`src/rtl/stream_fifo.sv`:
```
// Valid/ready circular stream buffer of DEPTH words with an occupancy count.
// Define STREAM_FIFO_FALLTHROUGH_EN to let a word pass straight through an empty buffer.
module stream_fifo #(
    parameter int N     = 32,
    parameter int DEPTH = 4
) (
    input  logic                       clk,
    input  logic                       rst,
    input  logic [N-1:0]               in_data,
    input  logic                       in_valid,
    output logic                       in_ready,
    output logic [N-1:0]               out_data,
    output logic                       out_valid,
    input  logic                       out_ready,
    output logic [$clog2(DEPTH+1)-1:0] count
);

    localparam int AW = $clog2(DEPTH);
    localparam int CW = $clog2(DEPTH+1);
    localparam logic [CW-1:0] FULL = CW'(DEPTH);

    logic [N-1:0]  mem [DEPTH];
    logic [AW-1:0] wptr;
    logic [AW-1:0] rptr;
    logic [CW-1:0] cnt;
    logic          empty;
    logic          bypass;
    logic          push;
    logic          pop;

    // Full/empty come from the count so pointer equality is never ambiguous.
    assign empty    = (cnt == '0);
    assign in_ready = (cnt != FULL);
    assign count    = cnt;

`ifdef STREAM_FIFO_FALLTHROUGH_EN
    // An empty buffer forwards the upstream word; if it is taken immediately nothing is stored.
    assign out_valid = empty ? in_valid : 1'b1;
    assign out_data  = empty ? in_data : mem[rptr];
    assign bypass    = empty && in_valid && out_ready;
`else
    assign out_valid = !empty;
    assign out_data  = mem[rptr];
    assign bypass    = 1'b0;
`endif

    assign push = in_valid && in_ready && !bypass;
    assign pop  = out_valid && out_ready && !bypass;

    always_ff @(posedge clk) begin
        if (rst) begin
            wptr <= '0;
            rptr <= '0;
            cnt  <= '0;
        end else begin
            if (push) begin
                wptr <= wptr + AW'(1);
            end
            if (pop) begin
                rptr <= rptr + AW'(1);
            end
            if (push && !pop) begin
                cnt <= cnt + CW'(1);
            end else if (pop && !push) begin
                cnt <= cnt - CW'(1);
            end
        end
    end

    // Storage has no reset; only the pointers and count define what is live.
    always_ff @(posedge clk) begin
        if (push && !rst) begin
            mem[wptr] <= in_data;
        end
    end

endmodule

```
`config.mk`:
```
export PLATFORM = sky130hd
export DESIGN_NAME = stream_fifo
export DESIGN_NICKNAME = d
export VERILOG_FILES = /design/src/rtl/stream_fifo.sv
export SDC_FILE = /design/constraint.sdc
export NUM_CORES = 1
export LEC_CHECK = 0
export CAP_MARGIN = 20
export CORE_MARGIN = 2
export CORE_UTILIZATION = 55
export CTS_BUF_LIST = sky130_fd_sc_hd__clkbuf_8
export DETAILED_ROUTE_END_ITERATION = 12
export PLACE_DENSITY = 0.81
export SLEW_MARGIN = 10
export SYNTH_ARGS = -nofsm -noshare
export SYNTH_HDL_FRONTEND = slang
export SYNTH_SLANG_ARGS = --single-unit
```
`constraint.sdc`:
```
create_clock -name clk -period 4.9 [get_ports clk]
set_input_delay 0.98 -clock clk [delete_from_list [all_inputs] [get_ports clk]]
set_output_delay 0.98 -clock clk [all_outputs]
set_load 0.005 [all_outputs]
```
Yosys cells after proc, flatten, opt, wreduce, memory -nomap -nowiden

Memory sizes are Yosys's and may differ from the RTL's. A register that Yosys moved wholly into a read port is not among the register bits.
Cells that the tools add are included.
Widths: inputs -> output; s select.

Bits in registers: 7
Bits in latches: 0
Memory bits (writable): 128
Bits in read-only memories: 0
Input bits: 36
Output and inout bits: 37
Word-level logic and storage cells: 26
Memories: 1

Memories:

| memory | depth | bits a word | read ports | clocked after Yosys merged registers in | write ports | line | RTL |
|---|---|---|---|---|---|---|---|
| mem    | 4     | 32          | 1          | 1                                       | 1           | 22   | `logic [N-1:0] mem [DEPTH];` |

$add $sub $neg: 4
Multiply operators: 0
Div/mod/pow operators: 0
Magnitude comparators: 0
Equal/unequal tests: 1
Shift-type cells: 0
Multiplexer cells: 6
Bitwise gates (word level): 0
Reductions and logical operators: 11

Operators by type and width:

| kind                | count |
|---|---|
| $mux 3              | 2 |
| $logic_and 1x1->1   | 5 |
| $add 2x1->2 const B | 2 |
| $logic_not 1->1     | 4 |
| $mux 2              | 2 |
| $add 3x1->3 const B | 1 |
| $logic_not 3->1     | 1 |
| $ne 3x3->1 const B  | 1 |
| $sub 3x1->3 const B | 1 |
| $mux 1              | 2 |
| $reduce_bool 2->1   | 1 |

Logic depth before layout (Yosys ltp)

Gate-level depths: netlist (run 1).

Word-level depth: 6
Mapped depth: 9

Worst setup path after synthesis (run 1)

OpenSTA, ideal clock, no wires.

Path kind: input -> register
Start point: in rst
End point: mem mem[0][0], enable pin
Setup time: 0.468 ns
Arrival time: 3.600 ns
Setup slack: 0.833 ns
Stages: 2
Path buffers: 1
Path through: clkbuf_1 nor3b_1

Word-level cells in the longest chain between the ends: 4

RTL lines:

| what                         | line | RTL |
|---|---|---|
| from (decl)                  | 8    | `input logic rst,` |
| $logic_not 1->1              | 72   | `if (push && !rst) begin` |
| $logic_and 1x1->1            | 72   |  |
| $mux 1                       | 72   |  |
| $mux 1 (implied by the code) | 73   | `mem[wptr] <= in_data;` |
| to (decl)                    | 22   |  |

Every way passes these cells.

==> run summary, run 1 <==
Outcome = complete, no violations
Routed WL = 8450 um
Vias in the first global route = 2449
Width of the chip = 100 um
Launch point of the worst hold path = rptr[0]
Detailed-route via count = 2415
Post-Synthesis Net Count = 257
Worst reg2reg path depth = 7
Tot GR Track Use = 0.184
Clk_lat worst skew = 0.42 ns
Largest net degree at the start of global routing = 33
DR WL/cell = 19.6 um
Final critical-path setup slack = 1.19 ns
Antenna-violating nets left = 0
Number of sinks handled by clock tree synthesis = 137
Initial DRC Count = 116
Cells traversed along the worst timing path = buf_4 > mux4_2 > clkdlybuf4s50_1
Minimum clock period = 3.71 ns
Antenna violations before repair = 0
Final Hold Violating Endpoints = 0
Data required time of the worst path = 3.92 ns
Power per Cell Area = 474 nW/um2
Number of synthesis warnings = 0
Largest driver fanout on the critical path = 25
Highest clock frequency the design can meet = 270 MHz
Data arrival time of the critical path = 2.73 ns
# hold bufs at CTS = 0
Mapped cell area = 5090 um2
Sequential element share of the synthesized area = 0.791
IO Port Bufs = 72
Category of the most critical setup path = register to primary output
Std-Cell Rows = 35
CP delay by family, top = flip-flops
Hold/Removal Path Class = register to register
Most common cell after layout, fill and taps aside = edfxtp_1
Clock transition at the registers of the reported paths = 0.07 ns
Number of maximum-capacitance constraint violations = 0
Average instance area after synthesis = 23.7 um2
Detailed Place HPWL = 5240 um
Synthesis-to-layout area growth = 25.4%
Cell chosen for the clock root = clkbuf_8
Io pins = 73
Mean number of vias per cell = 5.62
Worst clock skew on the final layout = 0.0112 ns
Floorplan die height = 100 um
Largest stage delay on the critical path = 0.94 ns
Clock buffer count from CTS = 17
Post-layout net count = 349
# H-tree levels = 4
Setup violations, final = 0
Worst reg2reg path endpoint = count[2]
Final weighted congestion in routability-driven placement = 0.712
Kind of end point of the critical path = primary output
Layout cells sized above 1 = 0.263
Iteration count of the initial detailed-routing pass = 4
Maximum ir drop on the vdd rail = 0.257 mV
# Post-CTS Setup Buffers = 0
Hold path cells = 2
Core area = 9110 um2
Number of pins exceeding their max-slew limit in the final report = 0
Number of library cell types mapped by synthesis = 23
Starting Density = 0.559
Crit path buf inv count = 2
Count of state elements after synthesis = 137
Slew at the pin with the worst max-slew slack = 0.918 ns
Most frequent cells in the layout = 128 x edfxtp_1, 72 x clkdlybuf4s50_1, 32 x mux4_2
Total gr overflow = 0
Leakage power figure = 2.06 nW
Worst R2R Setup Slack = 2.64 ns
Wire length of the first global-routing pass = 13300 um
Maximum count of clock buffers along a single path = 2
Worst Hold Endpoint = rptr[0]
Startpoint of the worst register-to-register path = count[1]
Detailed-route DRC error count = 0
Worst slack after detailed placement = 1.55 ns
Count of inserted antenna diode cells = 0
Die area = 10000 um2
Worst-path cell with the longest stage delay = dfxtp_2
Worst-case headroom to the max-slew limit = 0.388
Sum Neg Setup Slack = 0 ns
CTS-repair resized insts = 0
Final worst path period share = 0.757
Cell count after synthesis = 215
Critical Path Source Type = register
TritonCTS clock tree = built
Unrepaired setup endpoints after global routing = false
## layout make-up
cell class,instances,area [um2]
multi-input cells,66,1030
repair buffers,81,788
clock inverters,14,153
well taps,111,139
clock buffers,17,234
fillers,556,2730
inverters,4,17.5
flip-flops and latches,137,4030
## per-layer routing
layer / share of wire / track usage / vias to the layer above
li1: - / - / 1076
met1: 0.42 / 0.244 / 1253
met2: 0.51 / 0.290 / 76
met3: 0.058 / 0.0682 / 10
met4: 0.012 / 0.0569 / 0
met5: 0 / 0 / -
## worst max-delay path by stage
stage               cells past startpoint           end
floorplan                               2     mem[0][0]
global placement                        3  out_data[24]
detailed placement                      3   out_data[1]
CTS                                     3   out_data[1]
global route                            3   out_data[1]
finish                                  3   out_data[1]
## stage by stage
stage               utilization  cells  total power, W  cell area (um2)  hold WS (ns)
detailed placement        0.658    399         0.00219             6000         0.510
global placement          0.658    399         0.00217             6000         0.500
CTS                       0.701    430         0.00306             6380         0.537
global route              0.701    430         0.00316             6380         0.572
floorplan                     -    215         0.00184             5090         0.481
finish                    0.701    430         0.00303             6380         0.535
## flip-flops by register name, indices dropped and copies added, names as in the netlist, named ones only
signal	flops
mem	128
rptr	2
count	3
wptr	2
## cells in the mapped netlist
library cell | instances | area (um2)
xor2_1 | 4 | 35.0
inv_1 | 3 | 11.3
clkbuf_1 | 2 | 7.51
o311ai_0 | 1 | 8.76
mux4_2 | 32 | 721
fa_1 | 1 | 20.0
or3_2 | 2 | 15.0
a21oi_1 | 1 | 5.00
nand2b_1 | 2 | 12.5
buf_4 | 3 | 22.5
nor2_1 | 7 | 26.3
nor3b_1 | 4 | 30.0
mux2i_1 | 2 | 20.0
dfxtp_1 | 9 | 180
ha_1 | 5 | 62.6
o31ai_1 | 1 | 7.51
mux2_4 | 1 | 15.0
inv_4 | 1 | 6.26
edfxtp_1 | 128 | 3840
o21ai_0 | 1 | 5.00
nand2_4 | 1 | 11.3
or3b_4 | 1 | 11.3
buf_1 | 3 | 11.3
## report_power, final
group / switching (W) / total [W] / internal (W) / leakage (nW)
Sequential: 0.000107 / 0.00147 / 0.00137 / 1.24
Clock: 0.000424 / 0.000875 / 0.000451 / 0.184
Combinational: 0.000222 / 0.000677 / 0.000455 / 0.642
Total: 0.000753 / 0.00303 / 0.00227 / 2.06
## worst reg2reg max path, delay by kind of cell, from the launching register on
family          cells  cell delay (ns)
fa+ha+maj           2             0.63
compound gates      2             0.55
simple gates        1             0.41
flops               1             0.38
xor+xnor            1             0.16
buf+inv             1             0.06
## cell families (layout without fill, tap and decap cells)
family | Yosys count | after routing | synth area share
multiplexers | 35 | 35 | 0.149
AO/OA/AOI/OAI | 4 | 4 | 0.00516
adder cells (fa/ha/maj) | 6 | 6 | 0.0162
XOR/XNOR | 4 | 4 | 0.00688
buffers and inverters | 12 | 116 | 0.0116
AND/OR/NAND/NOR | 17 | 17 | 0.0209
flip-flops | 137 | 137 | 0.791
Power figures use the tool's default switching activity.
==> run 2, diff against run 1 <==
clock period = 3.6 ns   (was 4.9 ns; I/O delays follow)
==> run 2 against run 1 <==
  * Combinational power grew 41%
  * Die area is the same
  * Total power up 39%
  * Non-clock buffer count decreased by 4
  * Global-route usage decreased by 0.48 points
  * Largest power group unchanged
  * Highest routed layer unchanged
==> run summary, run 2 (synthesized netlist as in run 1, its figures left out) <==
Antenna violations before repair = 0
Most frequent cells in the layout = 128 x edfxtp_1, 72 x clkdlybuf4s50_1, 32 x mux4_2
Clock transition at the registers of the reported paths = 0.08 ns
Total gr overflow = 0
Detailed-route via count = 2361
Vias in the first global route = 2538
Slew at the pin with the worst max-slew slack = 0.840 ns
Unrepaired setup endpoints after global routing = false
Minimum clock period = 3.15 ns
Power per Cell Area = 657 nW/um2
Kind of end point of the critical path = primary output
Setup violations, final = 0
Fraction of power spent switching nets = 0.243
Final worst path period share = 0.876
Final weighted congestion in routability-driven placement = 0.714
Combinational group share of total power = 0.228
Max FFs per register = 128
Final Hold Violating Endpoints = 0
Instance count after placement with tap cells included = 395
Highest clock frequency the design can meet = 317 MHz
IO Port Bufs = 72
Maximum count of clock buffers along a single path = 2
DR WL/cell = 19.4 um
Number of maximum-capacitance constraint violations = 0
Floorplan die height = 100 um
Hold/Removal Path Class = register to register
Clock buffer count from CTS = 17
# H-tree levels = 4
# hold bufs at CTS = 0
Core area = 9110 um2
P_sw = 0.00102 W
Detailed-route DRC error count = 0
Cell chosen for the clock root = clkbuf_8
Non-filler instance count after layout = 426
Number of sinks handled by clock tree synthesis = 137
Power share of the clock group = 0.299
Routed WL = 8260 um
Number of pins exceeding their max-slew limit in the final report = 0
# Post-CTS Setup Buffers = 0
Largest register by flop count = mem
Largest net degree at the start of global routing = 33
Iteration count of the initial detailed-routing pass = 4
Io pins = 73
Tot GR Track Use = 0.179
Std-Cell Rows = 35
Data arrival time of the critical path = 2.43 ns
Die area = 10000 um2
Power Internal = 0.00318 W
Count of inserted antenna diode cells = 0
Detailed Place HPWL = 4960 um
Category of the most critical setup path = register to primary output
Clk_lat worst skew = 0.42 ns
Worst-case headroom to the max-slew limit = 0.440
Largest driver fanout on the critical path = 17
Synthesis-to-layout area growth = 25.6%
Antenna-violating nets left = 0
Post-route cell area = 6390 um2
Worst clock skew on the final layout = 0.00946 ns
Utilization of the core after routing = 0.702
Outcome = complete, no violations
Most common cell after layout, fill and taps aside = edfxtp_1
Sum Neg Setup Slack = 0 ns
Post-layout net count = 345
Maximum ir drop on the vdd rail = 0.313 mV
Data required time of the worst path = 2.88 ns
Wire length of the first global-routing pass = 12900 um
Critical Path Source Type = register
TritonCTS clock tree = built
Initial DRC Count = 89
CTS-repair resized insts = 0
Power share of the sequential group = 0.473
Leakage power figure = 2.06 nW
Mean number of vias per cell = 5.54
Layout cells sized above 1 = 0.251
Width of the chip = 100 um
Starting Density = 0.559
Post-detailed-placement cell area = 5990 um2
==> run 2: path summary, 6_finish.rpt <==
| check | depth (start not counted) | slack (ns) | to | from |
|---|---|---|---|---|
| max reg2reg | 7 | 1.31 | count[2] | count[0] |
| min | 2 | 0.52 | wptr[1] | wptr[1] |
| max | 3 | 0.45 | out_data[22] | register |
| min reg2reg | 2 | 0.52 | wptr[1] | wptr[1] |
==> run 2: layer usage <==
metal,part of all wire,vias to the layer above,track usage
met1,0.39,1210,0.210
met5,0,-,0
met4,0.021,0,0.0759
met3,0.048,16,0.0564
li1,-,1070,-
met2,0.54,65,0.308
==> run 2: critical path, cell delays in order (launching register included) <==
cell and delay [ns]:
dfxtp_2 0.73, buf_12 0.27, mux4_2 0.53, clkdlybuf4s50_1 0.47
==> run 2: cell type report <==
class	instances	area, um2
Multi-Input combinational cell	66	1030
Timing Repair Buffer	77	771
Inverter	4	17.5
Fill cell	579	2720
Clock buffer	17	234
Sequential cell	137	4030
Clock inverter	14	174
Tap cell	111	139
==> run 2: through the flow <==
stage | total power, W | setup WS (ns) | hold WS (ns)
5_1_grt | 0.00439 | 0.267 | 0.543
3_5_place_dp | 0.00300 | 0.775 | 0.518
4_1_cts | 0.00426 | 0.355 | 0.531
6_report | 0.00420 | 0.448 | 0.518
3_3_place_gp | 0.00297 | 0.844 | 0.505
2_1_floorplan | 0.00250 | -0.200 | 0.481
==> run 2: power by group through the flow <==
stage / Clock (W) / Combinational, W / Sequential (W)
after floorplan: 0 / 0.000556 / 0.00194
after global placement: 0 / 0.000948 / 0.00202
after detailed placement: 0 / 0.000968 / 0.00203
after CTS: 0.00129 / 0.000973 / 0.00199
after global routing: 0.00135 / 0.00103 / 0.00201
final: 0.00125 / 0.000957 / 0.00199
